===== src/rtl/scope_capture_ctrl_if.sv =====
// Bundle between the scope capture controller and its environment: sample input,
// capture controls, and the byte stream towards the UART transmitter.
interface scope_capture_ctrl_if #(
  parameter int DATA_W = 8,
  parameter int DEPTH  = 256
);
  localparam int PTR_W = $clog2(DEPTH);

  logic              smp_valid;
  logic [DATA_W-1:0] smp_data;
  logic              arm;
  logic              abort;
  logic              force_trig;
  logic [DATA_W-1:0] trig_level;
  logic              trig_edge;
  logic [PTR_W-1:0]  pre_len;
  logic [7:0]        tx_data;
  logic              tx_valid;
  logic              tx_ready;
  logic [2:0]        state_o;
  logic              busy;
  logic              done;

  modport master (
    output smp_valid, smp_data, arm, abort, force_trig, trig_level, trig_edge, pre_len, tx_ready,
    input  tx_data, tx_valid, state_o, busy, done
  );

  modport slave (
    input  smp_valid, smp_data, arm, abort, force_trig, trig_level, trig_edge, pre_len, tx_ready,
    output tx_data, tx_valid, state_o, busy, done
  );
endinterface


===== src/rtl/scope_capture_ctrl.sv =====
// Oscilloscope capture controller: circular sample buffer with pre-trigger depth,
// level/edge or forced trigger, then a byte-serial dump of the window, oldest first.
module scope_capture_ctrl #(
  parameter int DATA_W = 8,
  parameter int DEPTH  = 256
) (
  input  logic                clk,
  input  logic                rst_n,
  scope_capture_ctrl_if.slave bus
);
  localparam int             PTR_W   = $clog2(DEPTH);
  localparam int             NB      = (DATA_W + 7) / 8;
  localparam logic [PTR_W:0] DEPTH_C = (PTR_W+1)'(DEPTH);
  localparam logic           BYTE_HI = (NB > 1);

  typedef enum logic [2:0] {
    S_IDLE = 3'd0,
    S_PRE  = 3'd1,
    S_WAIT = 3'd2,
    S_POST = 3'd3,
    S_DUMP = 3'd4
  } state_e;

  state_e            state_q, state_d;
  logic [PTR_W-1:0]  wr_ptr_q, wr_ptr_d;
  logic [PTR_W-1:0]  pre_len_q, pre_len_d;
  logic [PTR_W:0]    cnt_q, cnt_d;
  logic [PTR_W:0]    rd_cnt_q, rd_cnt_d;
  logic [DATA_W-1:0] prev_q, prev_d;
  logic [DATA_W-1:0] smp_q, smp_d;
  logic              prev_ok_q, prev_ok_d;
  logic              force_pend_q, force_pend_d;
  logic              rd_inflight_q, rd_inflight_d;
  logic              smp_vld_q, smp_vld_d;
  logic              byte_idx_q, byte_idx_d;
  logic [7:0]        tx_data_q, tx_data_d;
  logic              tx_valid_q, tx_valid_d;
  logic              done_q, done_d;

  logic [DATA_W-1:0] mem [DEPTH];
  logic [DATA_W-1:0] mem_rd_q;
  logic [PTR_W-1:0]  rd_addr;
  logic [PTR_W:0]    post_total;
  logic [15:0]       pad;
  logic              we, level_hit, tx_free;

  always_comb begin
    state_d       = state_q;
    wr_ptr_d      = wr_ptr_q;
    pre_len_d     = pre_len_q;
    cnt_d         = cnt_q;
    rd_cnt_d      = rd_cnt_q;
    prev_d        = prev_q;
    smp_d         = smp_q;
    prev_ok_d     = prev_ok_q;
    force_pend_d  = force_pend_q;
    rd_inflight_d = rd_inflight_q;
    smp_vld_d     = smp_vld_q;
    byte_idx_d    = byte_idx_q;
    tx_data_d     = tx_data_q;
    tx_valid_d    = tx_valid_q;
    done_d        = 1'b0;
    we            = 1'b0;
    rd_addr       = wr_ptr_q + rd_cnt_q[PTR_W-1:0];
    post_total    = DEPTH_C - {1'b0, pre_len_q};
    tx_free       = !tx_valid_q || bus.tx_ready;
    pad           = '0;
    pad[DATA_W-1:0] = smp_q;
    level_hit     = prev_ok_q &&
                    (bus.trig_edge ? (prev_q > bus.trig_level && bus.smp_data <= bus.trig_level)
                                   : (prev_q < bus.trig_level && bus.smp_data >= bus.trig_level));

    unique case (state_q)
      S_IDLE: begin
        if (bus.arm && !bus.abort) begin
          pre_len_d    = bus.pre_len;
          prev_ok_d    = 1'b0;
          force_pend_d = 1'b0;
          cnt_d        = '0;
          state_d      = (bus.pre_len == '0) ? S_WAIT : S_PRE;
        end
      end
      S_PRE: begin
        if (bus.smp_valid) begin
          we    = 1'b1;
          cnt_d = cnt_q + 1'b1;
          if (cnt_q + 1'b1 == {1'b0, pre_len_q}) begin
            cnt_d   = '0;
            state_d = S_WAIT;
          end
        end
      end
      S_WAIT: begin
        // A force request waits here for the next valid sample to become the trigger.
        if (bus.force_trig) force_pend_d = 1'b1;
        if (bus.smp_valid) begin
          we = 1'b1;
          if (force_pend_q || bus.force_trig || level_hit) begin
            force_pend_d = 1'b0;
            cnt_d        = (PTR_W+1)'(1);
            state_d      = (post_total == (PTR_W+1)'(1)) ? S_DUMP : S_POST;
          end
        end
      end
      S_POST: begin
        if (bus.smp_valid) begin
          we    = 1'b1;
          cnt_d = cnt_q + 1'b1;
          if (cnt_q + 1'b1 == post_total) begin
            cnt_d   = '0;
            state_d = S_DUMP;
          end
        end
      end
      S_DUMP: begin
        // The oldest entry sits at wr_ptr; one read in flight feeds a one-sample serializer.
        if (rd_inflight_q) begin
          smp_d         = mem_rd_q;
          smp_vld_d     = 1'b1;
          byte_idx_d    = BYTE_HI;
          rd_inflight_d = 1'b0;
        end else if (!smp_vld_q && rd_cnt_q != DEPTH_C) begin
          rd_inflight_d = 1'b1;
          rd_cnt_d      = rd_cnt_q + 1'b1;
        end
        if (smp_vld_q && tx_free) begin
          tx_data_d  = byte_idx_q ? pad[15:8] : pad[7:0];
          tx_valid_d = 1'b1;
          if (byte_idx_q) byte_idx_d = 1'b0;
          else            smp_vld_d  = 1'b0;
        end else if (tx_valid_q && bus.tx_ready) begin
          tx_valid_d = 1'b0;
        end
        if (tx_valid_q && bus.tx_ready && !smp_vld_q && !rd_inflight_q && rd_cnt_q == DEPTH_C) begin
          done_d   = 1'b1;
          rd_cnt_d = '0;
          state_d  = S_IDLE;
        end
      end
      default: state_d = S_IDLE;
    endcase

    if (we) begin
      wr_ptr_d  = wr_ptr_q + 1'b1;
      prev_d    = bus.smp_data;
      prev_ok_d = 1'b1;
    end

    if (bus.abort && state_q != S_IDLE) begin
      state_d       = S_IDLE;
      we            = 1'b0;
      wr_ptr_d      = wr_ptr_q;
      cnt_d         = '0;
      rd_cnt_d      = '0;
      rd_inflight_d = 1'b0;
      smp_vld_d     = 1'b0;
      force_pend_d  = 1'b0;
      tx_valid_d    = 1'b0;
      done_d        = 1'b0;
    end
  end

  always_ff @(posedge clk or negedge rst_n) begin
    if (!rst_n) begin
      state_q       <= S_IDLE;
      wr_ptr_q      <= '0;
      pre_len_q     <= '0;
      cnt_q         <= '0;
      rd_cnt_q      <= '0;
      prev_ok_q     <= 1'b0;
      force_pend_q  <= 1'b0;
      rd_inflight_q <= 1'b0;
      smp_vld_q     <= 1'b0;
      byte_idx_q    <= 1'b0;
      tx_data_q     <= '0;
      tx_valid_q    <= 1'b0;
      done_q        <= 1'b0;
    end else begin
      state_q       <= state_d;
      wr_ptr_q      <= wr_ptr_d;
      pre_len_q     <= pre_len_d;
      cnt_q         <= cnt_d;
      rd_cnt_q      <= rd_cnt_d;
      prev_ok_q     <= prev_ok_d;
      force_pend_q  <= force_pend_d;
      rd_inflight_q <= rd_inflight_d;
      smp_vld_q     <= smp_vld_d;
      byte_idx_q    <= byte_idx_d;
      tx_data_q     <= tx_data_d;
      tx_valid_q    <= tx_valid_d;
      done_q        <= done_d;
    end
  end

  // Sample storage and data-only holding registers; their contents are qualified by control flops.
  always_ff @(posedge clk) begin
    if (we) mem[wr_ptr_q] <= bus.smp_data;
    mem_rd_q <= mem[rd_addr];
    prev_q   <= prev_d;
    smp_q    <= smp_d;
  end

  assign bus.tx_data  = tx_data_q;
  assign bus.tx_valid = tx_valid_q;
  assign bus.state_o  = state_q;
  assign bus.busy     = (state_q != S_IDLE);
  assign bus.done     = done_q;
endmodule


===== src/flat_wrapper.sv =====
// flat-port wrapper written by rule: the top's interface ports become plain ports
module scope_capture_ctrl_flat 
#(
  parameter int DATA_W = 8,
  parameter int DEPTH  = 256
)
  (clk, rst_n, bus_smp_valid, bus_smp_data, bus_arm, bus_abort, bus_force_trig, bus_trig_level, bus_trig_edge, bus_pre_len, bus_tx_ready, bus_tx_data, bus_tx_valid, bus_state_o, bus_busy, bus_done);
  scope_capture_ctrl_if #(.DATA_W(DATA_W), .DEPTH(DEPTH)) bus_i ();
  input  logic clk;
  input  logic rst_n;
  input wire logic [$bits(bus_i.smp_valid)-1:0] bus_smp_valid;
  input wire logic [$bits(bus_i.smp_data)-1:0] bus_smp_data;
  input wire logic [$bits(bus_i.arm)-1:0] bus_arm;
  input wire logic [$bits(bus_i.abort)-1:0] bus_abort;
  input wire logic [$bits(bus_i.force_trig)-1:0] bus_force_trig;
  input wire logic [$bits(bus_i.trig_level)-1:0] bus_trig_level;
  input wire logic [$bits(bus_i.trig_edge)-1:0] bus_trig_edge;
  input wire logic [$bits(bus_i.pre_len)-1:0] bus_pre_len;
  input wire logic [$bits(bus_i.tx_ready)-1:0] bus_tx_ready;
  output wire logic [$bits(bus_i.tx_data)-1:0] bus_tx_data;
  output wire logic [$bits(bus_i.tx_valid)-1:0] bus_tx_valid;
  output wire logic [$bits(bus_i.state_o)-1:0] bus_state_o;
  output wire logic [$bits(bus_i.busy)-1:0] bus_busy;
  output wire logic [$bits(bus_i.done)-1:0] bus_done;
  assign bus_i.smp_valid = bus_smp_valid;
  assign bus_i.smp_data = bus_smp_data;
  assign bus_i.arm = bus_arm;
  assign bus_i.abort = bus_abort;
  assign bus_i.force_trig = bus_force_trig;
  assign bus_i.trig_level = bus_trig_level;
  assign bus_i.trig_edge = bus_trig_edge;
  assign bus_i.pre_len = bus_pre_len;
  assign bus_i.tx_ready = bus_tx_ready;
  assign bus_tx_data = bus_i.tx_data;
  assign bus_tx_valid = bus_i.tx_valid;
  assign bus_state_o = bus_i.state_o;
  assign bus_busy = bus_i.busy;
  assign bus_done = bus_i.done;
  scope_capture_ctrl #(.DATA_W(DATA_W), .DEPTH(DEPTH)) u_core (.clk(clk), .rst_n(rst_n), .bus(bus_i));
endmodule

===== config.mk =====
export PLATFORM = sky130hd
export DESIGN_NAME = scope_capture_ctrl_flat
export DESIGN_NICKNAME = d
export VERILOG_FILES = /design/src/rtl/scope_capture_ctrl_if.sv /design/src/rtl/scope_capture_ctrl.sv /design/src/flat_wrapper.sv
export SDC_FILE = /design/constraint.sdc
export NUM_CORES = 2
export LEC_CHECK = 0
export CAP_MARGIN = 20
export CORE_MARGIN = 2
export CORE_UTILIZATION = 56
export DETAILED_ROUTE_END_ITERATION = 6
export PLACE_DENSITY = 0.69
export SYNTH_ARGS = -nofsm -noshare
export SYNTH_HDL_FRONTEND = slang
export SYNTH_SLANG_ARGS = --single-unit
export TNS_END_PERCENT = 50

===== constraint.sdc =====
create_clock -name clk -period 4.7 [get_ports clk]
set_input_delay 0.94 -clock clk [delete_from_list [all_inputs] [get_ports clk]]
set_output_delay 0.94 -clock clk [all_outputs]
set_load 0.03 [all_outputs]

==> flow_summary.toml <==
[logic_synthesis]
synth_edf_count = 2064
yosysWarnings = 0
synth_flop_cell = "edfxtp_1"
syn-num-nets = 4145
syn_avg_cell_area_um2 = 20.6
syn_area_um2 = 84000
yosysUniqueCellTypes = 79
synth-seq-area-share = 0.755
async_reset_ff_frac = 0.0245
syn_inst = 4080
synth-seq-cells = 2124

[critical_path]
crit_fanout = 43
critPathBufInv = 2
crit_chain = "ha_4 -> fa_4 -> buf_12 -> buf_12 -> mux4_2 -> mux2i_1 -> a32oi_1 -> o21ai_0 -> a2bb2oi_1 -> o221ai_1"
crit_path_start_kind = "flip-flop"
cp_slowest_cell = "fa_4"
crit-reg2reg-launch = "u_core.rd_cnt_q[0]$_DFFE_PN0P_"
crit_top_cell = "buf_12"
crit_family = "compound AO/OA/AOI/OAI gates"
path_class = "flip-flop to flip-flop"
max_stage_delay_ps = 1120
required_ps = 5410
arrival_ps = 4980
ff2ff_setup_slack_ps = 440
endpoint_kind = "flip-flop"
r2r_cells = 10
r2r_end = "u_core.mem_rd_q[3]$_DFF_P_"

[layout]
fin_util = 0.636
final_layout_size_suffix_gt1_frac = 0.259
num_antenna_cells = 0
syn_to_final_growth_pct = 13.0
fill_cells = 9957
fin_area_um2 = 95000
nets = 4413

[clock_network]
clkLatencyLatePin_ps = 860
cts.path.max_buffers = 3
clk_pin_slew_ps = 60
cts_resized = 0
post_cts_buffers = 0
htree_num_levels = 4
cts_root_buf = "clkbuf_16"
cts_made_buffers = 204
cts.sinks = 2124
tritoncts = "yes"
cts_hold_buf = 0

[sta]
fin_crit_sh = 0.907
relSlewSlack = 0.185
fin_crit_ps = 4260
fin_setup_tns_ps = 0
rsz0062_at_grt = "no"
finalSetupViolCount = 0
final-hold-violation-count = 0
slew_viol_final = 0
tightestPinTransition_ps = 1220
clock_skew_ps = 68.9
clock.fmax_ghz = 0.235

[route]
ant_nets = 0
drc = 0
wirelength_um = 203000
vias = 42200
detail_route.wl_per_cell_um = 31.0
drt_first_iter_violations = 5115
vias_per_cell = 6.45
drt_pass1_iterations = 6

[floorplanning]
ioPinCount = 46
rows = 142
start_util = 0.563
fp.dieH_um = 391
die_area_um2 = 153000
core_area_um2 = 149000
dieWidth_um = 391

[status]
run_status = "finished clean"

[placement]
routabilityCongestion = 0.907
io_buffers = 45
dp_hpwl_um = 128000
dpl_cell_area_um2 = 88400

[power_and_ir_drop]
p_per_area_nw_per_um2 = 705
power_leakage_nw = 30.3
peakVddDrop_mv = 0.635
finalPower_mw = 66.9

[global_route]
grt_max_degree = 193
grt_usage = 0.270
gr-total-overflow = 0
antenna_found_initial = 5
grt_pass1_vias = 41900
grt_pass1_wl_um = 295000

[flow_run]
drv_cap = 0

[worst_hold_path]
hp-class = "input pin to async pin"
-- per-layer routing --
| layer | track usage | part of all wire | routed length (um) | vias up |
|---|---|---|---|---|
| li1 | - | - | - | 17400 |
| met1 | 0.398 | 0.40 | 81500 | 22200 |
| met2 | 0.405 | 0.47 | 94300 | 2213 |
| met3 | 0.0664 | 0.10 | 21100 | 296 |
| met4 | 0.0800 | 0.028 | 5770 | 0 |
| met5 | 0 | 0 | 0 | - |
-- sequential cells by signal, indices dropped and copies added, names as in the netlist --
signal	flops
u_core.prev_ok_q	1
u_core.smp_q	8
u_core.mem_rd_q	8
u_core.byte_idx_q	1
u_core.prev_q	8
u_core.rd_inflight_q	1
u_core.cnt_q	9
u_core.bus.done	1
u_core.bus.state_o	3
u_core.mem	2048
u_core.bus.tx_valid	1
u_core.bus.tx_data	8
u_core.force_pend_q	1
u_core.smp_vld_q	1
u_core.wr_ptr_q	8
u_core.pre_len_q	8
u_core.rd_cnt_q	9
-- through the flow --
step           hold slack (ps)  std cells  setup slack (ps)
6_report                   237       6537               437
5_1_grt                    255       6537               266
4_1_cts                    214       6535               450
3_5_place_dp               389       6156               399
3_3_place_gp               393       6153               431
2_1_floorplan              386       4080              1420
-- cell usage after synthesis, types with 23 or more instances --
| cell | count | area share |
|---|---|---|
| clkbuf_1 | 132 | 0.0059 |
| ha_1 | 32 | 0.0048 |
| buf_4 | 28 | 0.0025 |
| o21ai_0 | 62 | 0.0037 |
| o2111ai_1 | 23 | 0.0024 |
| a31oi_1 | 45 | 0.0033 |
| mux4_2 | 571 | 0.15 |
| edfxtp_1 | 2064 | 0.74 |
| nor2_1 | 310 | 0.014 |
| nand3_1 | 60 | 0.0036 |
| nand2_1 | 210 | 0.0094 |
| and3_1 | 30 | 0.0022 |
| dfrtp_1 | 52 | 0.015 |
| buf_2 | 65 | 0.0039 |
| mux2i_1 | 43 | 0.0051 |
-- power by group --
group	total (mW)	switching (mW)	internal, mW	leakage, nW
clock network	16.0	7.13	8.89	3.18
registers	21.2	0.243	21.0	19.3
logic	29.7	16.5	13.2	7.77
total	66.9	23.8	43.1	30.3
-- worst max-delay path by stage --
stage / start / end / slack (ps) / cells after the start
global route: u_core.wr_ptr_q[2]$_DFFE_PN0P_ / u_core.mem_rd_q[2]$_DFF_P_ / 270 / 10
detailed placement: bus_smp_valid / u_core.mem[111][2]$_DFFE_PP_ / 400 / 6
floorplan: u_core.rd_cnt_q[0]$_DFFE_PN0P_ / u_core.mem_rd_q[5]$_DFF_P_ / 1420 / 14
global placement: bus_trig_level[5] / u_core.cnt_q[6]$_DFFE_PN0P_ / 430 / 11
CTS: u_core.rd_cnt_q[0]$_DFFE_PN0P_ / u_core.mem_rd_q[5]$_DFF_P_ / 450 / 10
finish: u_core.rd_cnt_q[0]$_DFFE_PN0P_ / u_core.mem_rd_q[3]$_DFF_P_ / 440 / 10
-- area by class of cell --
class	count	area [um^2]	area share
well taps	2016	2520	0.0266
repair buffers	304	2810	0.0296
inverters	24	90.1	0.000948
flip-flops and latches	2124	63400	0.668
multi-input cells	1690	19500	0.206
clock inverters	116	1230	0.0130
clock buffers	263	5350	0.0563
-- placed cells by master (no fill, tap or decap), types with 8 or more instances in the layout --
master	netlist	final
xnor2_1	22	20
buf_12	0	31
clkinv_16	0	11
nand2_1	210	205
mux2_2	15	15
bufinv_16	0	14
nor4_1	8	8
clkdlybuf4s50_1	0	36
nand2b_1	11	11
edfxtp_1	2064	2064
o211ai_1	8	8
nor2b_1	9	9
a21oi_1	22	21
nor2_1	310	306
mux4_2	571	571
a2bb2oi_1	15	15
o21ai_0	62	61
nand4_1	21	21
clkbuf_1	132	57
inv_1	22	22
a32oi_1	15	15
mux2i_1	43	43
nand3_1	60	56
dfrtp_1	52	52
clkinv_2	0	36
clkinv_1	2	46
ha_1	32	31
buf_4	28	227
and3_1	30	30
o221ai_1	9	9
a31oi_1	45	45
nor3_1	12	11
o2111ai_1	23	23
a211oi_1	13	13
clkbuf_16	0	204
dfxtp_1	8	8
a211o_1	16	16
-- cell families after synthesis --
| family | after synthesis | synth area share |
|---|---|---|
| flops | 2124 | 0.755 |
| simple gates | 710 | 0.0370 |
| mux | 630 | 0.160 |
| compound gates | 283 | 0.0242 |
| buf+inv | 266 | 0.0146 |
| xor+xnor | 34 | 0.00414 |
| fa+ha+maj | 33 | 0.00500 |
(Power assumes the default switching activity.)
